<file path="src/rtl/frame_pkg.sv">
// Shared types and constants for the edge packer and the UART framing path.
// Latency: n/a (declarations only).
// Backpressure: n/a.
package frame_pkg;

  // Packer phases: pixel payload, partial-byte flush, then the two tail bytes.
  typedef enum logic [1:0] {
    S_DATA  = 2'd0,
    S_FLUSH = 2'd1,
    S_TAIL0 = 2'd2,
    S_TAIL1 = 2'd3
  } state_t;

  // Frame tail markers; the framer and deframer use the same values.
  localparam logic [7:0] TAIL_BYTE0 = 8'hA5;
  localparam logic [7:0] TAIL_BYTE1 = 8'h5A;

endpackage

</file>
<file path="src/rtl/edge_threshold.sv">
// Reduces one multi-channel signed pixel to a single edge bit for a mode/threshold.
// Latency: combinational.
// Backpressure: none; pure function of its inputs.
module edge_threshold #(
  parameter int Channels  = 2,
  parameter int ChanWidth = 5,
  parameter int ModeWidth = $clog2(2*Channels+1)
) (
  input  logic [Channels*ChanWidth-1:0] data,
  input  logic [ModeWidth-1:0]          mode,
  input  logic [ChanWidth-1:0]          thresh,
  output logic                          edge_bit
);

  logic [Channels-1:0] ge_signed;
  logic [Channels-1:0] ge_abs;

  // Per-channel comparisons, done one bit wider so |most negative| still fits.
  for (genvar c = 0; c < Channels; c++) begin : g_ch
    logic signed [ChanWidth:0] ext;
    logic        [ChanWidth:0] mag;
    assign ext          = {data[c*ChanWidth+ChanWidth-1], data[c*ChanWidth +: ChanWidth]};
    assign mag          = ext[ChanWidth] ? (~ext + 1'b1) : ext;
    assign ge_signed[c] = ext >= $signed({1'b0, thresh});
    assign ge_abs[c]    = mag >= {1'b0, thresh};
  end

  // Mode select: signed per channel, magnitude per channel, else OR of magnitudes.
  always_comb begin
    edge_bit = |ge_abs;
    for (int c = 0; c < Channels; c++) begin
      if (mode == ModeWidth'(c)) begin
        edge_bit = ge_signed[c];
      end else if (mode == ModeWidth'(Channels + c)) begin
        edge_bit = ge_abs[c];
      end
    end
  end

endmodule

</file>
<file path="src/rtl/frame_edge_packer.sv">
// Thresholds pixels to edge bits, packs them LSB-first into bytes, and appends a 2-byte tail per frame.
// Latency: a byte is valid the cycle after its last bit is accepted; tail bytes follow back-to-back.
// Backpressure: single output slot reloadable while draining; ready_o drops only when a byte would complete into a full slot.
module frame_edge_packer
  import frame_pkg::*;
#(
  parameter int                  Channels       = 2,
  parameter int                  ChanWidth      = 5,
  parameter int                  BusWidth       = 8,
  parameter int                  PacketLenElems = 318*238,
  parameter logic [BusWidth-1:0] TailByte0      = TAIL_BYTE0,
  parameter logic [BusWidth-1:0] TailByte1      = TAIL_BYTE1,
  parameter int                  ModeWidth      = $clog2(2*Channels+1)
) (
  input  logic                          clk_i,
  input  logic                          rst_i,
  input  logic [ModeWidth-1:0]          mode_i,
  input  logic [ChanWidth-1:0]          thresh_i,
  input  logic                          valid_i,
  output logic                          ready_o,
  input  logic [Channels*ChanWidth-1:0] data_i,
  output logic                          valid_o,
  input  logic                          ready_i,
  output logic [BusWidth-1:0]           data_o,
  output logic [ModeWidth-1:0]          mode_active_o,
  output logic [15:0]                   frame_count_o
);

  localparam int BitCntW  = $clog2(BusWidth);
  localparam int ElemCntW = $clog2(PacketLenElems + 1);
  localparam logic [BitCntW-1:0]  LastBit  = BitCntW'(BusWidth - 1);
  localparam logic [ElemCntW-1:0] LastElem = ElemCntW'(PacketLenElems - 1);

  state_t                state, state_n;
  logic [ElemCntW-1:0]   elem_cnt;
  logic [BitCntW-1:0]    bit_cnt;
  logic [BusWidth-1:0]   shreg;
  logic [BusWidth-1:0]   cur_byte;
  logic [BusWidth-1:0]   load_dat;
  logic [ChanWidth-1:0]  thresh_act;
  logic [ChanWidth-1:0]  thresh_eff;
  logic [ModeWidth-1:0]  mode_eff;
  logic                  edge_bit;
  logic                  accept;
  logic                  first_elem;
  logic                  last_bit;
  logic                  last_elem;
  logic                  slot_free;
  logic                  load;
  logic                  frame_done;

  // Element 0 uses the live mode/threshold (they are being captured on that same accept).
  assign first_elem = (elem_cnt == '0);
  assign mode_eff   = first_elem ? mode_i   : mode_active_o;
  assign thresh_eff = first_elem ? thresh_i : thresh_act;

  assign last_bit  = (bit_cnt == LastBit);
  assign last_elem = (elem_cnt == LastElem);
  assign slot_free = !valid_o || ready_i;
  assign ready_o   = (state == S_DATA) && !(valid_o && last_bit);
  assign accept    = valid_i && ready_o;

  edge_threshold #(
    .Channels  (Channels),
    .ChanWidth (ChanWidth),
    .ModeWidth (ModeWidth)
  ) u_edge_threshold (
    .data     (data_i),
    .mode     (mode_eff),
    .thresh   (thresh_eff),
    .edge_bit (edge_bit)
  );

  // Place the new bit at its LSB-first slot; a fresh byte starts from zero so flush padding is free.
  always_comb begin
    cur_byte          = (bit_cnt == '0) ? '0 : shreg;
    cur_byte[bit_cnt] = edge_bit;
  end

  // Next-state and output-slot load decisions.
  always_comb begin
    state_n    = state;
    load       = 1'b0;
    load_dat   = cur_byte;
    frame_done = 1'b0;
    unique case (state)
      S_DATA: begin
        if (accept) begin
          load = last_bit;
          if (last_elem) begin
            state_n = last_bit ? S_TAIL0 : S_FLUSH;
          end
        end
      end
      S_FLUSH: begin
        if (slot_free) begin
          load     = 1'b1;
          load_dat = shreg;
          state_n  = S_TAIL0;
        end
      end
      S_TAIL0: begin
        if (slot_free) begin
          load     = 1'b1;
          load_dat = TailByte0;
          state_n  = S_TAIL1;
        end
      end
      S_TAIL1: begin
        if (slot_free) begin
          load       = 1'b1;
          load_dat   = TailByte1;
          frame_done = 1'b1;
          state_n    = S_DATA;
        end
      end
      default: state_n = S_DATA;
    endcase
  end

  // State register.
  always_ff @(posedge clk_i or posedge rst_i) begin
    if (rst_i) state <= S_DATA;
    else       state <= state_n;
  end

  // Pixel counters, bit accumulator, frame-boundary mode/threshold capture and frame counter.
  always_ff @(posedge clk_i or posedge rst_i) begin
    if (rst_i) begin
      elem_cnt      <= '0;
      bit_cnt       <= '0;
      shreg         <= '0;
      mode_active_o <= '0;
      thresh_act    <= '0;
      frame_count_o <= '0;
    end else begin
      if (accept) begin
        if (first_elem) begin
          mode_active_o <= mode_i;
          thresh_act    <= thresh_i;
        end
        shreg    <= cur_byte;
        bit_cnt  <= last_bit ? '0 : bit_cnt + 1'b1;
        elem_cnt <= elem_cnt + 1'b1;
      end
      if (frame_done) begin
        elem_cnt      <= '0;
        bit_cnt       <= '0;
        shreg         <= '0;
        frame_count_o <= frame_count_o + 16'd1;
      end
    end
  end

  // Single-entry output slot; may be refilled in the same cycle it drains.
  always_ff @(posedge clk_i or posedge rst_i) begin
    if (rst_i) begin
      valid_o <= 1'b0;
      data_o  <= '0;
    end else if (load) begin
      valid_o <= 1'b1;
      data_o  <= load_dat;
    end else if (ready_i) begin
      valid_o <= 1'b0;
    end
  end

endmodule

</file>
<file path="config.mk">
export PLATFORM = sky130hd
export DESIGN_NAME = frame_edge_packer
export DESIGN_NICKNAME = d
export VERILOG_FILES = /design/src/rtl/frame_pkg.sv /design/src/rtl/edge_threshold.sv /design/src/rtl/frame_edge_packer.sv
export SDC_FILE = /design/constraint.sdc
export NUM_CORES = 1
export LEC_CHECK = 0
export ABC_AREA = 1
export CAP_MARGIN = 20
export CORE_ASPECT_RATIO = 0.75
export CORE_MARGIN = 8
export CORE_UTILIZATION = 45
export CTS_BUF_LIST = sky130_fd_sc_hd__clkbuf_2
export DETAILED_ROUTE_END_ITERATION = 6
export GPL_TIMING_DRIVEN = 1
export PLACE_DENSITY = 0.78
export SETUP_SLACK_MARGIN = 0.1
export SLEW_MARGIN = 10
export SYNTH_ARGS = -nofsm -noshare
export SYNTH_HDL_FRONTEND = slang
export SYNTH_SLANG_ARGS = --single-unit
</file>
<file path="constraint.sdc">
create_clock -name clk_i -period 3.17 [get_ports clk_i]
set_input_delay 0.634 -clock clk_i [delete_from_list [all_inputs] [get_ports clk_i]]
set_output_delay 0.634 -clock clk_i [all_outputs]
set_load 0.01 [all_outputs]
</file>
=== After elaboration in Yosys (flattened, before gate mapping) ===
Cells that the tools add are included.

* Register bits: 63
* Bits in latches: 0
* Bits in writable memories: 0
* Bits in read-only memories: 0
* Input bits: 22
* Output and inout bits: 29
* Word-level logic and storage cells: 87
* Memories kept: 0

* $add $sub $neg: 5
* $mul: 0
* Divide/modulo/power cells: 0
* Magnitude comparators: 6
* Equality and inequality tests: 13
* Shift operators: 0
* Multiplexer cells: 36
* Bitwise gates (word level): 2
* Reductions and logical operators: 16

{| class="wikitable"
|+ Operator list
! cell !! number
|-
| $mux W8 || 6
|-
| $mux W17 || 2
|-
| $pmux W8 S3 || 1
|-
| $add A17 B1 Y17 const B || 1
|-
| $eq A17 B17 Y1 const B || 1
|-
| $logic_not A17 Y1 || 1
|-
| $add A16 B1 Y16 const B || 1
|-
| $add A6 B1 Y6 const B || 2
|-
| $ge A5 B6 Y1 || 2
|-
| $ge A6 B5 Y1 || 2
|-
| $mux W2 || 6
|-
| $mux W3 || 4
|-
| $mux W6 || 2
|-
| $not A6 Y6 || 2
|-
| $mux W1 || 10
|-
| $ne A2 B2 Y1 const B || 5
|-
| $bwmux W8 || 1
|-
| $pmux W2 S4 || 1
|-
| $eq A3 B2 Y1 const B || 2
|-
| $logic_not A3 Y1 || 2
|-
| $mux W5 || 1
|-
| $reduce_and A5 Y1 || 1
|-
| $eq A2 B2 Y1 const B || 2
|-
| $logic_and A1 B1 Y1 || 4
|-
| other kinds (14) || 16
|}

=== Longest topological paths before layout ===
Gate-level depths: netlist (run 1).

* Depth in word-level cells: 12
* Gate-level depth with buffers: 26
* Mapped depth without buffers: 26

=== Hierarchy ===
Synthesis (run 1) repeated with hierarchy kept, for this count alone.

* Cell total of the unflattened synthesis: 599
* Area, all modules: 4260.3 µm²

{| class="wikitable"
|+ By module, submodules not included
! module !! instances !! cells each !! area an instance (µm²) !! sequential area each (µm²)
|-
| frame_edge_packer || 1 || 487 || 3632.2 || 1576.5
|-
| edge_threshold || 1 || 112 || 628.1 || 0.0
|}

=== Least setup slack after synthesis (run 1) ===
Ideal clock, no wire load.

* Path type: reg-to-reg
* From: reg elem_cnt[0]
* To: reg shreg[7]
* Setup time: 130 ps
* Arrival: 2496 ps
* Data required time: 3040 ps
* Path slack: 545 ps
* Stages on the path, launching flop included: 22
* Buffers on the path: 0
* Clock period less this slack: 2625 ps
* Cells stage by stage: dfrtp_1 -> inv_1 -> ha_1 -> inv_1 -> nor2_1 -> nand2_1 -> nor2_4 -> nand2_4 -> mux2i_1 -> ha_1 -> inv_1 -> nor2_1 -> o21ai_0 -> nand3b_1 -> a21oi_1 -> nand3_1 -> nand3_2 -> nand2_4 -> nand3_1 -> nand2_1 -> nand2_1 -> o21ai_0

* Word-level cells in the longest chain between the ends: 11
* Elaborated cells on any way between the ends: 19
* Those cells by class: 4 x order compare; 3 x eq/ne; 9 x mux; 3 x reduce/logical

{| class="wikitable"
|+ Ends and longest elaborated chain
! what !! RTL line !! RTL
|-
| start: declaration || frame_edge_packer.sv:35 || <nowiki>logic [ElemCntW-1:0] elem_cnt;</nowiki>
|-
| start signal: assignment || frame_edge_packer.sv:144 || <nowiki>elem_cnt <= elem_cnt + 1'b1;</nowiki>
|-
| $logic_not A17 Y1 (*) || frame_edge_packer.sv:53 || <nowiki>assign first_elem = (elem_cnt == '0);</nowiki>
|-
| $mux W5 || n/a ||
|-
| $ge A6 B5 Y1 || edge_threshold.sv:25 || <nowiki>assign ge_abs[c] = mag >= {1'b0, thresh};</nowiki>
|-
| $reduce_or A2 Y1 || edge_threshold.sv:30 || <nowiki>edge_bit = |ge_abs;</nowiki>
|-
| $mux W1 || edge_threshold.sv:34 || <nowiki>end else if (mode == ModeWidth'(Channels + c)) begin</nowiki>
|-
| $mux W1 || edge_threshold.sv:32 || <nowiki>if (mode == ModeWidth'(c)) begin</nowiki>
|-
| $mux W1 || edge_threshold.sv:34 ||
|-
| $mux W1 (*) || edge_threshold.sv:32 ||
|-
| $bwmux W8 (*) || frame_edge_packer.sv:77 || <nowiki>cur_byte[bit_cnt] = edge_bit;</nowiki>
|-
| $mux W8 (*) || frame_edge_packer.sv:137 || <nowiki>if (accept) begin</nowiki>
|-
| $mux W8 (*) || frame_edge_packer.sv:146 || <nowiki>if (frame_done) begin</nowiki>
|-
| end signal: assignment || frame_edge_packer.sv:142 || <nowiki>shreg <= cur_byte;</nowiki>
|-
| end: declaration || frame_edge_packer.sv:37 || <nowiki>logic [BusWidth-1:0] shreg;</nowiki>
|}

Mark *: on every way between the ends. The rest lies on a longest branch, timed or not. The select of a mux whose other input is x is not followed.
A chain may end at the register's enable or synchronous reset.

=== Worst setup path in the final report (run 1) ===
* From: reg elem_cnt[1]
* To: reg data_o[7]

* Word-level cells in the longest chain between the ends: 11
* Elaborated cells on any way between the ends: 21
* Those cells by class: 4 x order compare; 3 x eq/ne; 11 x mux; 3 x reduce/logical

{| class="wikitable"
|+ Ends and longest elaborated chain
! what !! RTL line !! RTL
|-
| $logic_not A17 Y1 (*) || frame_edge_packer.sv:53 ||
|-
| $mux W5 || n/a ||
|-
| $ge A6 B5 Y1 || edge_threshold.sv:25 ||
|-
| $reduce_or A2 Y1 || edge_threshold.sv:30 ||
|-
| $mux W1 || edge_threshold.sv:34 ||
|-
| $mux W1 || edge_threshold.sv:32 ||
|-
| $mux W1 || edge_threshold.sv:34 ||
|-
| $mux W1 (*) || edge_threshold.sv:32 ||
|-
| $bwmux W8 (*) || frame_edge_packer.sv:77 ||
|-
| $mux W8, on equally long branches || frame_edge_packer.sv:110, frame_edge_packer.sv:96, frame_edge_packer.sv:103 ||
|-
| $pmux W8 S3 (*) || frame_edge_packer.sv:86 || <nowiki>unique case (state)</nowiki>
|-
| end signal: assignment || frame_edge_packer.sv:162 || <nowiki>data_o <= load_dat;</nowiki>
|-
| end: declaration || frame_edge_packer.sv:24 || <nowiki>output logic [BusWidth-1:0] data_o,</nowiki>
|}

Mark *: on every way between the ends. The rest lies on a longest branch, timed or not.

==> results of run 1 <==
==> state kept, by name (all words and copies together) (netlist names) <==
name and cells:
mode_active_o 3, bit_cnt 3, elem_cnt 17, shreg 8
thresh_act 5, valid_o 1, frame_count_o 16, data_o 8
state 2
==> metal layers <==
layer  part of all wire, %  wire (um)
met5                     0          0
met2                    49       4761
met3                   5.1        498
met1                    44       4298
met4                   1.9        187
==> area by class of cell <==
| cell class | instances | share of cell area [%] |
|---|---|---|
| clock inverter | 7 | 1.920 |
| timing repair buffer | 65 | 12.45 |
| tap | 112 | 2.757 |
| clock buffer | 9 | 0.8860 |
| multi-input combinational | 366 | 44.94 |
| sequential | 63 | 31.01 |
| inverter | 81 | 6.030 |
==> final timing paths <==
path / end / depth (start not counted)
worst max-delay path: data_o[7]$_DFFE_PP0P_ / 24
worst min-delay path: frame_count_o[15]$_DFFE_PP0P_ / 1
worst max register to register: data_o[7]$_DFFE_PP0P_ / 24
worst min register to register: frame_count_o[15]$_DFFE_PP0P_ / 1
max in group asynchronous: elem_cnt[5]$_DFFE_PP0P_ / 3
min in group asynchronous: frame_count_o[9]$_DFFE_PP0P_ / 2
==> layout by cell type (no fill, tap or decap), types with 2 or more instances in the layout <==
cell type / count
clkbuf_2: 9
buf_4: 12
mux2i_2: 2
buf_6: 2
a31oi_1: 3
nand3_1: 18
nor2_1: 41
nor2_2: 3
inv_1: 69
nand2_2: 16
xnor2_1: 3
o21bai_1: 2
nor4_2: 5
a21oi_1: 19
xor2_1: 13
clkinvlp_4: 2
nor3_1: 18
a21o_1: 2
inv_2: 10
nand3b_1: 12
nand2_4: 3
o21ai_0: 48
bufinv_16: 2
a21oi_2: 11
clkdlybuf4s50_1: 50
nand2_1: 89
nor4_1: 2
clkinv_4: 2
ha_4: 4
o21ai_1: 4
nand4_1: 6
nor2_4: 4
ha_1: 23
dfrtp_1: 63
nand3_2: 7
==> power groups by stage <==
stage / registers, W / clock network (W) / logic, W
6_report: 0.00116 / 0.000581 / 0.00247
5_1_grt: 0.00119 / 0.000636 / 0.00277
4_1_cts: 0.00115 / 0.000600 / 0.00216
3_5_place_dp: 0.00117 / 0 / 0.00215
3_3_place_gp: 0.00116 / 0 / 0.00209
2_1_floorplan: 0.00119 / 0 / 0.00142
==> worst max-delay path, cell delays in order, from the launching register on <==
cell     delay [ns]
dfrtp_1        0.45
inv_2          0.10
ha_4           0.14
inv_2          0.04
nor2_4         0.09
nand2_2        0.07
nor2_4         0.16
nand2_4        0.12
mux2i_2        0.17
buf_4          0.16
ha_1           0.27
nand2_1        0.06
nand2_1        0.10
nand2_2        0.06
nand3_1        0.06
nand2_1        0.05
nor2_1         0.10
nand2_1        0.06
nand2_1        0.07
nand3_2        0.08
nand2_4        0.13
nand3_2        0.09
nand2_2        0.10
nand2_2        0.06
a21oi_2        0.14
==> repair_timing <==
action                     in CTS  in global routing
resized for setup               0                 41
hold buffers                    0                  0
setup buffers                   0                  6
setup endpoints to repair       0                 16
==> kinds of logic after synthesis <==
logic type               after synthesis
adder cells (fa/ha/maj)               27
XOR/XNOR                              16
multiplexers                           2
AND/OR/NAND/NOR                      228
buffers and inverters                 87
flip-flops                            63
AO/OA/AOI/OAI                         93
==> stage by stage <==
stage,power [W],setup WS [ns]
after floorplan,0.002609,0.5445
after global placement,0.003250,0.1080
after detailed placement,0.003323,0.02360
after CTS,0.003919,0.1001
after global routing,0.004593,-0.02408
final,0.004204,0.1969
==> results.py, run 1 <==
metrics = {
    "outcome": {
        "status": "complete, no violations",
    },
    "critical_path": {
        "critical_path.max_fanout": 8,
        "rrSetupSlack_ns": 0.20,
        "rr_startpoint": "elem_cnt[1]$_DFFE_PP0P_",
        "critPathKind": "reg -> reg",
        "critPathCaptureType": "flip-flop",
        "crit_required_ns": 3.64,
        "critPathLaunchType": "flip-flop",
        "setup.worst_path.start": "elem_cnt[1]$_DFFE_PP0P_",
        "arrival_ns": 3.44,
    },
    "pwr": {
        "power_frac_comb_pct": 58.7,
        "p_seq_share_pct": 27.5,
        "ir_drop_uv": 386.5,
        "leakage_nw": 2.367,
        "clkPwrFrac_pct": 13.8,
        "power-per-cell-area_mw_per_mm2": 827.1,
        "p_int_w": 0.002279,
        "switching_power_w": 0.001925,
        "p_sw_share_pct": 45.79,
    },
    "detailed_routing": {
        "wl_um": 9746,
        "postRouteAntennaNets": 0,
        "wire_per_inst_um": 13.86,
        "drc_errors": 0,
        "routed_via_density": 5.235,
        "vias": 3680,
        "first_pass_iters": 4,
        "drt_iter0_drc": 221,
    },
    "clock_network": {
        "clkTransAtPathRegs_ns": 0.18,
        "clk_path_buf_depth": 2,
        "cts_tree": "done",
        "clockRootBuffer": "clkbuf_2",
        "cts_sinks": 63,
        "clk-insertion-delay-late_ns": 0.53,
        "cts_buffers": 9,
        "htree_levels": 3,
    },
    "synthesis": {
        "synth_compound_area_share_pct": 12.99,
        "synth_top_area_share_pct": 38.89,
        "ys.flop_type": "dfrtp_1",
        "yosysSeqAreaShare_pct": 38.89,
        "synth-seq-cells": 63,
        "synth_top_family_by_area": "simple AND/OR/NAND/NOR gates",
        "async_flop_share_pct": 100.0,
        "synth_fp_nets": 565,
        "syn_area_mm2": 0.004054,
        "synth_largest_area_cell": "dfrtp_1",
        "syn_area_per_cell_um2": 7.856,
        "synthXorXnorAreaFrac_pct": 3.457,
        "synth_edf_count": 0,
        "syn_inst": 516,
        "yosysUniqueCellTypes": 37,
        "yosysMostFrequentCell": "nand2_1",
        "yosys.area_share.simple_pct": 27.59,
        "ys_top_cells_by_area": "dfrtp_1 (39%), nand2_1 (9.0%), ha_1 (8.3%)",
        "yosysWarnings": 0,
        "synthMuxAreaShare_pct": 0.4938,
        "synth_fa_ha_area_share_pct": 8.333,
        "synthTopCellsByCount": "nand2_1 (97), inv_1 (76), dfrtp_1 (63)",
    },
    "grt": {
        "met3_usage_pct": 5.063,
        "met2_usage_pct": 25.85,
        "grt_pass1_vias": 3646,
        "grt_max_degree": 35,
        "grt_pass1_wl_um": 16390,
        "antenna_found_initial": 0,
        "top_usage_layer": "met2",
        "grtUsageMet1_pct": 19.28,
        "track_usage_pct": 15.91,
        "overflow": 0,
    },
    "hold_path": {
        "hold_path_class": "reg -> reg",
        "min_from": "frame_count_o[15]$_DFFE_PP0P_",
    },
    "timing": {
        "setup_viol": 0,
        "tightest_slew_ns": 0.6708,
        "fin_hold_ws_ns": 0.4846,
        "slew_viol_final": 0,
        "period_share_pct": 93.79,
        "clock_skew_ns": 0.02357,
        "relSlewSlack_pct": 55.22,
        "tns_ns": 0,
        "period_minus_slack_ns": 2.973,
        "rsz0062_at_grt": "yes",
        "finalHoldViolCount": 0,
        "max_freq_mhz": 336.3,
    },
    "finish": {
        "fin_cells": 703,
        "fin_area_mm2": 0.005084,
        "multi_input_area_mm2": 0.002285,
        "final_nets": 635,
        "diodes": 0,
        "regArea_mm2": 0.001577,
        "drive_gt1_share_pct": 17.09,
        "area_delta_synth_final_pct": 25.40,
        "fillers": 786,
        "utilization_pct": 57.14,
    },
    "placement": {
        "hpwl_um": 7384,
        "dp_cells": 681,
        "place.gp.congestion": 0.8669,
        "io_buffers": 50,
        "post_dp_cell_area_mm2": 0.004745,
    },
    "die": {
        "initial_core_util_pct": 45.57,
        "num_rows": 30,
        "ios": 51,
        "die-area_mm2": 0.01233,
        "dieHeight_um": 98.20,
        "die_w_um": 125.6,
        "fp.coreArea_mm2": 0.008896,
    },
    "flow_run": {
        "max-cap-violations": 0,
    },
}
Power figures use the tool's default switching activity.
==> run 2, diff against run 1 <==
--- a/config.mk
+++ b/config.mk
@@ -18,4 +18,5 @@
 export SLEW_MARGIN = 10
 export SYNTH_ARGS = -nofsm -noshare
 export SYNTH_HDL_FRONTEND = slang
+export SYNTH_HIERARCHICAL = 1
 export SYNTH_SLANG_ARGS = --single-unit
==> run 2 against run 1 <==
Compared with the run above: worst hold slack lost 0.015 ns; register-to-register slack better by 0.04 ns; worst setup slack improved by 0.0089 ns; critical path depth is 20 lower; sequential cell count unchanged; total power is 43% lower; maximum frequency increased by 0.30%; non-clock buffer count is 3 lower; final area up 2.4%.
==> results.py, run 2 <==
metrics = {
    "grt": {
        "grt_pass1_wl_um": 17740,
        "grt_max_degree": 37,
        "antenna_found_initial": 0,
        "grt_pass1_vias": 3938,
        "track_usage_pct": 16.73,
        "overflow": 0,
    },
    "critical_path": {
        "arrival_ns": 2.33,
        "crit_required_ns": 2.54,
        "critical_path.max_fanout": 8,
        "crit_slowest_cell": "clkdlybuf4s50_1",
        "critPathKind": "reg -> out",
        "critPathLaunchType": "flip-flop",
        "critPathCaptureType": "output port",
        "crit_chain": "ha_1, ha_1, a21oi_1, clkdlybuf4s50_1",
        "cp_slowest_stage_delay_ns": 0.57,
        "path_common_cell": "ha_1",
    },
    "die": {
        "die-area_mm2": 0.01287,
        "fp.coreArea_mm2": 0.009121,
        "die_w_um": 128.4,
        "num_rows": 30,
        "initial_core_util_pct": 46.71,
        "ios": 51,
        "dieHeight_um": 100.3,
    },
    "clock_network": {
        "hold_buffers": 0,
        "clk_path_buf_depth": 2,
        "clk-insertion-delay-late_ns": 0.54,
        "cts_tree": "done",
        "clkTransAtPathRegs_ns": 0.19,
        "cts_sinks": 63,
        "htree_levels": 3,
        "clockRootBuffer": "clkbuf_2",
        "cts_buffers": 9,
    },
    "timing": {
        "period_minus_slack_ns": 2.964,
        "relSlewSlack_pct": 59.31,
        "clock_skew_ns": 0.04299,
        "max_freq_mhz": 337.4,
        "tightest_slew_ns": 0.6094,
        "period_share_pct": 93.51,
        "setup_viol": 0,
        "tns_ns": 0,
        "rsz0062_at_grt": "no",
        "slew_viol_final": 0,
        "finalHoldViolCount": 0,
    },
    "pwr": {
        "clkPwrFrac_pct": 18.6,
        "p_sw_share_pct": 38.25,
        "power_frac_comb_pct": 36.1,
        "p_int_w": 0.001491,
        "switching_power_w": 0.0009238,
        "leakage_nw": 2.716,
        "ir_drop_uv": 402.9,
        "p_seq_share_pct": 45.3,
        "power-per-cell-area_mw_per_mm2": 464.0,
    },
    "finish": {
        "drive_gt1_share_pct": 10.01,
        "fin_area_mm2": 0.005205,
        "largest_register_ffs": 17,
        "utilization_pct": 57.06,
        "layout_commonest_cell": "nand2_1",
        "area_delta_synth_final_pct": 22.17,
        "fillers": 857,
        "regMostFlops": "elem_cnt",
        "layout_common_cells": "nand2_1 (175), inv_1 (82), dfrtp_1 (63)",
        "reg_top3": "elem_cnt: 17 flops, frame_count_o: 16 flops",
        "final_nets": 718,
        "diodes": 0,
    },
    "detailed_routing": {
        "vias": 4026,
        "wire_per_inst_um": 13.29,
        "drt_iter0_drc": 313,
        "drc_errors": 0,
        "routed_via_density": 5.051,
        "postRouteAntennaNets": 0,
        "wl_um": 10590,
        "first_pass_iters": 4,
    },
    "synthesis": {
        "synth-seq-cells": 63,
        "syn_area_mm2": 0.004260,
        "yosysWarnings": 6,
        "synth_top_area_share_pct": 37.00,
        "synth_edf_count": 0,
        "synth_largest_area_cell": "dfrtp_1",
        "ys_top_cells_by_area": "dfrtp_1 (37%), nand2_1 (16%), ha_1 (8.5%)",
        "yosysUniqueCellTypes": 35,
        "syn_area_per_cell_um2": 7.112,
        "yosysSeqAreaShare_pct": 37.00,
        "ys.flop_type": "dfrtp_1",
        "yosysMostFrequentCell": "nand2_1",
        "synthTopCellsByCount": "nand2_1 (178), inv_1 (86), dfrtp_1 (63)",
        "synth_fp_nets": 650,
        "syn_inst": 599,
        "async_flop_share_pct": 100.0,
    },
    "placement": {
        "io_buffers": 50,
        "hpwl_um": 7868,
        "place.gp.congestion": 0.9176,
        "post_dp_cell_area_mm2": 0.004974,
    },
    "hold_path": {
        "hold_path_class": "in -> async",
    },
    "flow_run": {
        "max-cap-violations": 0,
    },
    "outcome": {
        "status": "complete, no violations",
    },
}
[run 2: worst max-delay path: cells and delay by family (launching register included)]
kind                       cells  cell delay [ns]
buffers and inverters          1             0.57
AOI/OAI and AO/OA              1             0.21
adders and majority gates      2             0.50
DFF                            1             0.51
[run 2: path summary, 6_finish.rpt]
| kind | start | to | slack [ns] | cells after the start |
|---|---|---|---|---|
| max in group asynchronous | rst_i | thresh_act[2]$_DFFE_PP0P_ | 2.06 | 3 |
| max reg2reg | elem_cnt[12]$_DFFE_PP0P_ | data_o[4]$_DFFE_PP0P_ | 0.24 | 20 |
| min | rst_i | frame_count_o[12]$_DFFE_PP0P_ | 0.47 | 2 |
| min reg2reg | thresh_act[4]$_DFFE_PP0P_ | thresh_act[4]$_DFFE_PP0P_ | 0.50 | 2 |
| max | bit_cnt[0]$_DFFE_PP0P_ | ready_o | 0.21 | 4 |
| min in group clk_i | thresh_act[4]$_DFFE_PP0P_ | thresh_act[4]$_DFFE_PP0P_ | 0.50 | 2 |
[run 2: kinds of logic (layout without fill, tap and decap cells)]
| logic type | after synthesis | in the layout | synth area share (%) |
|---|---|---|---|
| and+or+nand+nor | 326 | 326 | 33.86 |
| buffers and inverters | 98 | 168 | 8.928 |
| AOI/OAI and AO/OA | 68 | 68 | 8.605 |
| DFF | 63 | 63 | 37.00 |
| adders and majority gates | 29 | 29 | 8.517 |
| xor gates and xnor gates | 15 | 15 | 3.084 |
[run 2: routing by layer]
| metal | share of wire (%) | GRT usage, % |
|---|---|---|
| met1 | 48 | 21.56 |
| met2 | 44 | 26.22 |
| met3 | 6.4 | 5.032 |
| met4 | 1.2 | 5.373 |
| met5 | 0 | 0 |
[run 2: repair_timing]
action | 4_1_cts | 5_1_grt
gates resized for setup | 2 | 37
setup buffers | 0 | 3
setup endpoints to repair | 8 | 17
pin swaps | 0 | 9
[run 2: metrics by stage]
stage | power (W) | hold WS, ns | setup slack (ns) | cells
2_1_floorplan | 0.001587 | 0.4491 | 0.5088 | 599
3_3_place_gp | 0.001841 | 0.4619 | 0.07410 | 781
3_5_place_dp | 0.001876 | 0.4648 | 0.04197 | 781
4_1_cts | 0.002326 | 0.4631 | 0.1260 | 794
5_1_grt | 0.002597 | 0.5082 | 0.02221 | 797
6_report | 0.002415 | 0.4693 | 0.2058 | 797
[run 2: final cells by class]
| class | instances | area, um2 | share of cell area, % |
|---|---|---|---|
| multi-input cells | 438 | 2425 | 46.59 |
| flip-flops and latches | 63 | 1577 | 30.29 |
| repair buffers | 62 | 603.1 | 11.59 |
| inverters | 93 | 352.8 | 6.779 |
| well taps | 128 | 160.2 | 3.077 |
| clock buffers | 10 | 50.05 | 0.9615 |
| clock inverters | 3 | 37.54 | 0.7212 |
[run 2: power groups by stage]
| stage | Clock, W | Sequential, W | Combinational [W] |
|---|---|---|---|
| 2_1_floorplan | 0 | 0.00109 | 0.000492 |
| 3_3_place_gp | 0 | 0.00110 | 0.000742 |
| 3_5_place_dp | 0 | 0.00110 | 0.000775 |
| 4_1_cts | 0.000456 | 0.00109 | 0.000781 |
| 5_1_grt | 0.000483 | 0.00111 | 0.00100 |
| 6_report | 0.000449 | 0.00109 | 0.000872 |
==> run 3, diff against run 2 <==
--- a/config.mk
+++ b/config.mk
@@ -12,6 +12,7 @@
 export CORE_UTILIZATION = 45
 export CTS_BUF_LIST = sky130_fd_sc_hd__clkbuf_2
 export DETAILED_ROUTE_END_ITERATION = 6
+export GPL_ROUTABILITY_DRIVEN = 0
 export GPL_TIMING_DRIVEN = 1
 export PLACE_DENSITY = 0.78
 export SETUP_SLACK_MARGIN = 0.1
==> run 3 against run 2 <==
Compared with the run above: worst setup slack better by 0.053 ns; first-iteration DRC count is 22% lower; largest power group unchanged; via count up 1.2%; maximum frequency grew 1.8%; combinational power down 3.7%; sequential share of layout area increased by 0.11 points; register-to-register slack better by 0.07 ns; final area is 0.29% lower; critical endpoint unchanged; cell count up 0.25%; worst hold slack got worse by 0.021 ns.
==> results.py, run 3 (synthesis gave the netlist of run 2 again) <==
metrics = {
    "pwr": {
        "ir_drop_uv": 439.1,
        "power-per-cell-area_mw_per_mm2": 483.5,
        "leakage_nw": 2.726,
        "power_w": 0.002509,
    },
    "finish": {
        "final_nets": 717,
        "area_delta_synth_final_pct": 21.82,
        "regMostFlops": "elem_cnt",
        "reg_top3": "elem_cnt: 17 flops, frame_count_o: 16 flops",
        "diodes": 0,
        "layout_common_cells": "nand2_1 (177), inv_1 (83), dfrtp_1 (62)",
        "utilization_pct": 56.90,
        "largest_register_ffs": 17,
        "fin_area_mm2": 0.005190,
        "fin_cells": 799,
        "drive_gt1_share_pct": 9.389,
        "layout_commonest_cell": "nand2_1",
    },
    "placement": {
        "io_buffers": 50,
        "dp_cells": 781,
        "post_dp_cell_area_mm2": 0.004974,
        "hpwl_um": 7942,
        "dp_slack_ns": -0.008044,
    },
    "timing": {
        "period_share_pct": 91.84,
        "fin_ws_ns": 0.2587,
        "max_freq_mhz": 343.5,
        "relSlewSlack_pct": 59.32,
        "finalHoldViolCount": 0,
        "clock_skew_ns": 0.03545,
        "slew_viol_final": 0,
        "period_minus_slack_ns": 2.911,
        "setup_viol": 0,
        "tightest_slew_ns": 0.6094,
        "rsz0062_at_grt": "no",
    },
    "hold_path": {
        "hold_path_class": "in -> async",
    },
    "flow_run": {
        "max-cap-violations": 0,
    },
    "detailed_routing": {
        "first_pass_iters": 5,
        "postRouteAntennaNets": 0,
        "wl_um": 10660,
        "drt_iter0_drc": 243,
        "vias": 4075,
        "routed_via_density": 5.100,
        "drc_errors": 0,
        "wire_per_inst_um": 13.34,
    },
    "grt": {
        "grt_max_degree": 38,
        "grt_pass1_vias": 3963,
        "track_usage_pct": 17.09,
        "overflow": 0,
        "grt_pass1_wl_um": 18070,
        "antenna_found_initial": 0,
    },
    "clock_network": {
        "htree_levels": 3,
        "cts_tree": "done",
        "hold_buffers": 0,
        "cts_sinks": 63,
        "clk_path_buf_depth": 2,
        "cts_buffers": 9,
        "clkTransAtPathRegs_ns": 0.20,
        "clk-insertion-delay-late_ns": 0.54,
        "clockRootBuffer": "clkbuf_2",
    },
    "critical_path": {
        "crit_chain": "ha_1, ha_1, a21oi_1, clkdlybuf4s50_1",
        "cp_slowest_stage_delay_ns": 0.56,
        "critPathKind": "reg -> out",
        "critical_path.max_fanout": 8,
        "critPathLaunchType": "flip-flop",
        "arrival_ns": 2.28,
        "critPathCaptureType": "output port",
        "crit_required_ns": 2.54,
        "crit_slowest_cell": "clkdlybuf4s50_1",
        "path_common_cell": "ha_1",
    },
    "die": {
        "dieHeight_um": 100.3,
        "initial_core_util_pct": 46.71,
        "fp.coreArea_mm2": 0.009121,
        "ios": 51,
        "num_rows": 30,
        "die_w_um": 128.4,
        "die-area_mm2": 0.01287,
    },
    "outcome": {
        "status": "complete, no violations",
    },
}
run 3: changes by cell type in the layout (fill, tap and decap cells not counted), sizes merged:
| cell | change |
|---|---|
| bufinv | +1 |
| buf | -1 |
| clkinvlp | +1 |
| clkinv | +1 |
run 3: path summary, 6_finish.rpt:
kind,start,to,slack [ns],depth (start not counted)
worst max-delay path,bit_cnt[0]$_DFFE_PP0P_,ready_o,0.26,4
worst min-delay path,rst_i,frame_count_o[7]$_DFFE_PP0P_,0.45,2
worst max register to register,elem_cnt[12]$_DFFE_PP0P_,data_o[3]$_DFFE_PP0P_,0.31,21
worst min register to register,thresh_act[4]$_DFFE_PP0P_,thresh_act[4]$_DFFE_PP0P_,0.50,2
max in group asynchronous,rst_i,elem_cnt[16]$_DFFE_PP0P_,2.07,3
min in group clk_i,thresh_act[4]$_DFFE_PP0P_,thresh_act[4]$_DFFE_PP0P_,0.50,2
run 3: through the flow:
stage | TNS (ns) | hold slack [ns]
after floorplan | 0 | 0.4491
after global placement | 0 | 0.4616
after detailed placement | -0.01209 | 0.4648
after CTS | 0 | 0.4411
after global routing | 0 | 0.4834
final | 0 | 0.4483
run 3: worst max-delay path, delay by kind of cell, from the launching register on:
family	cells	cell delay, ns
buf+inv	1	0.56
compound gates	1	0.17
flops	1	0.51
fa+ha+maj	2	0.49
run 3: metal layers:
layer / vias up / routed length (um) / part of all wire, % / track usage [%]
li1: 2048 / - / - / -
met1: 1909 / 5071 / 48 / 22.17
met2: 104 / 4793 / 45 / 26.83
met3: 14 / 674 / 6.3 / 5.138
met4: 0 / 120 / 1.1 / 4.918
met5: - / 0 / 0 / 0
run 3: area by class of cell:
| class | count | area (um2) |
|---|---|---|
| fillers | 844 | 3931 |
| multi-input cells | 438 | 2365 |
| flip-flops and latches | 63 | 1578 |
| repair buffers | 61 | 599.3 |
| inverters | 93 | 352.8 |
| well taps | 128 | 160.2 |
| clock inverters | 6 | 85.08 |
| clock buffers | 10 | 50.05 |
run 3: report_power, final:
group | leakage, nW | internal, W | switching (W)
Clock | 0.0795 | 0.000261 | 0.000312
Combinational | 1.84 | 0.000347 | 0.000494
Sequential | 0.806 | 0.000957 | 0.000138
Total | 2.73 | 0.00156 | 0.000944
run 3: timing repair:
action                     in CTS  in global routing
setup endpoints to repair       4                 17
pin swaps                       0                  3
resized for setup               1                 28
setup buffers                   0                  2
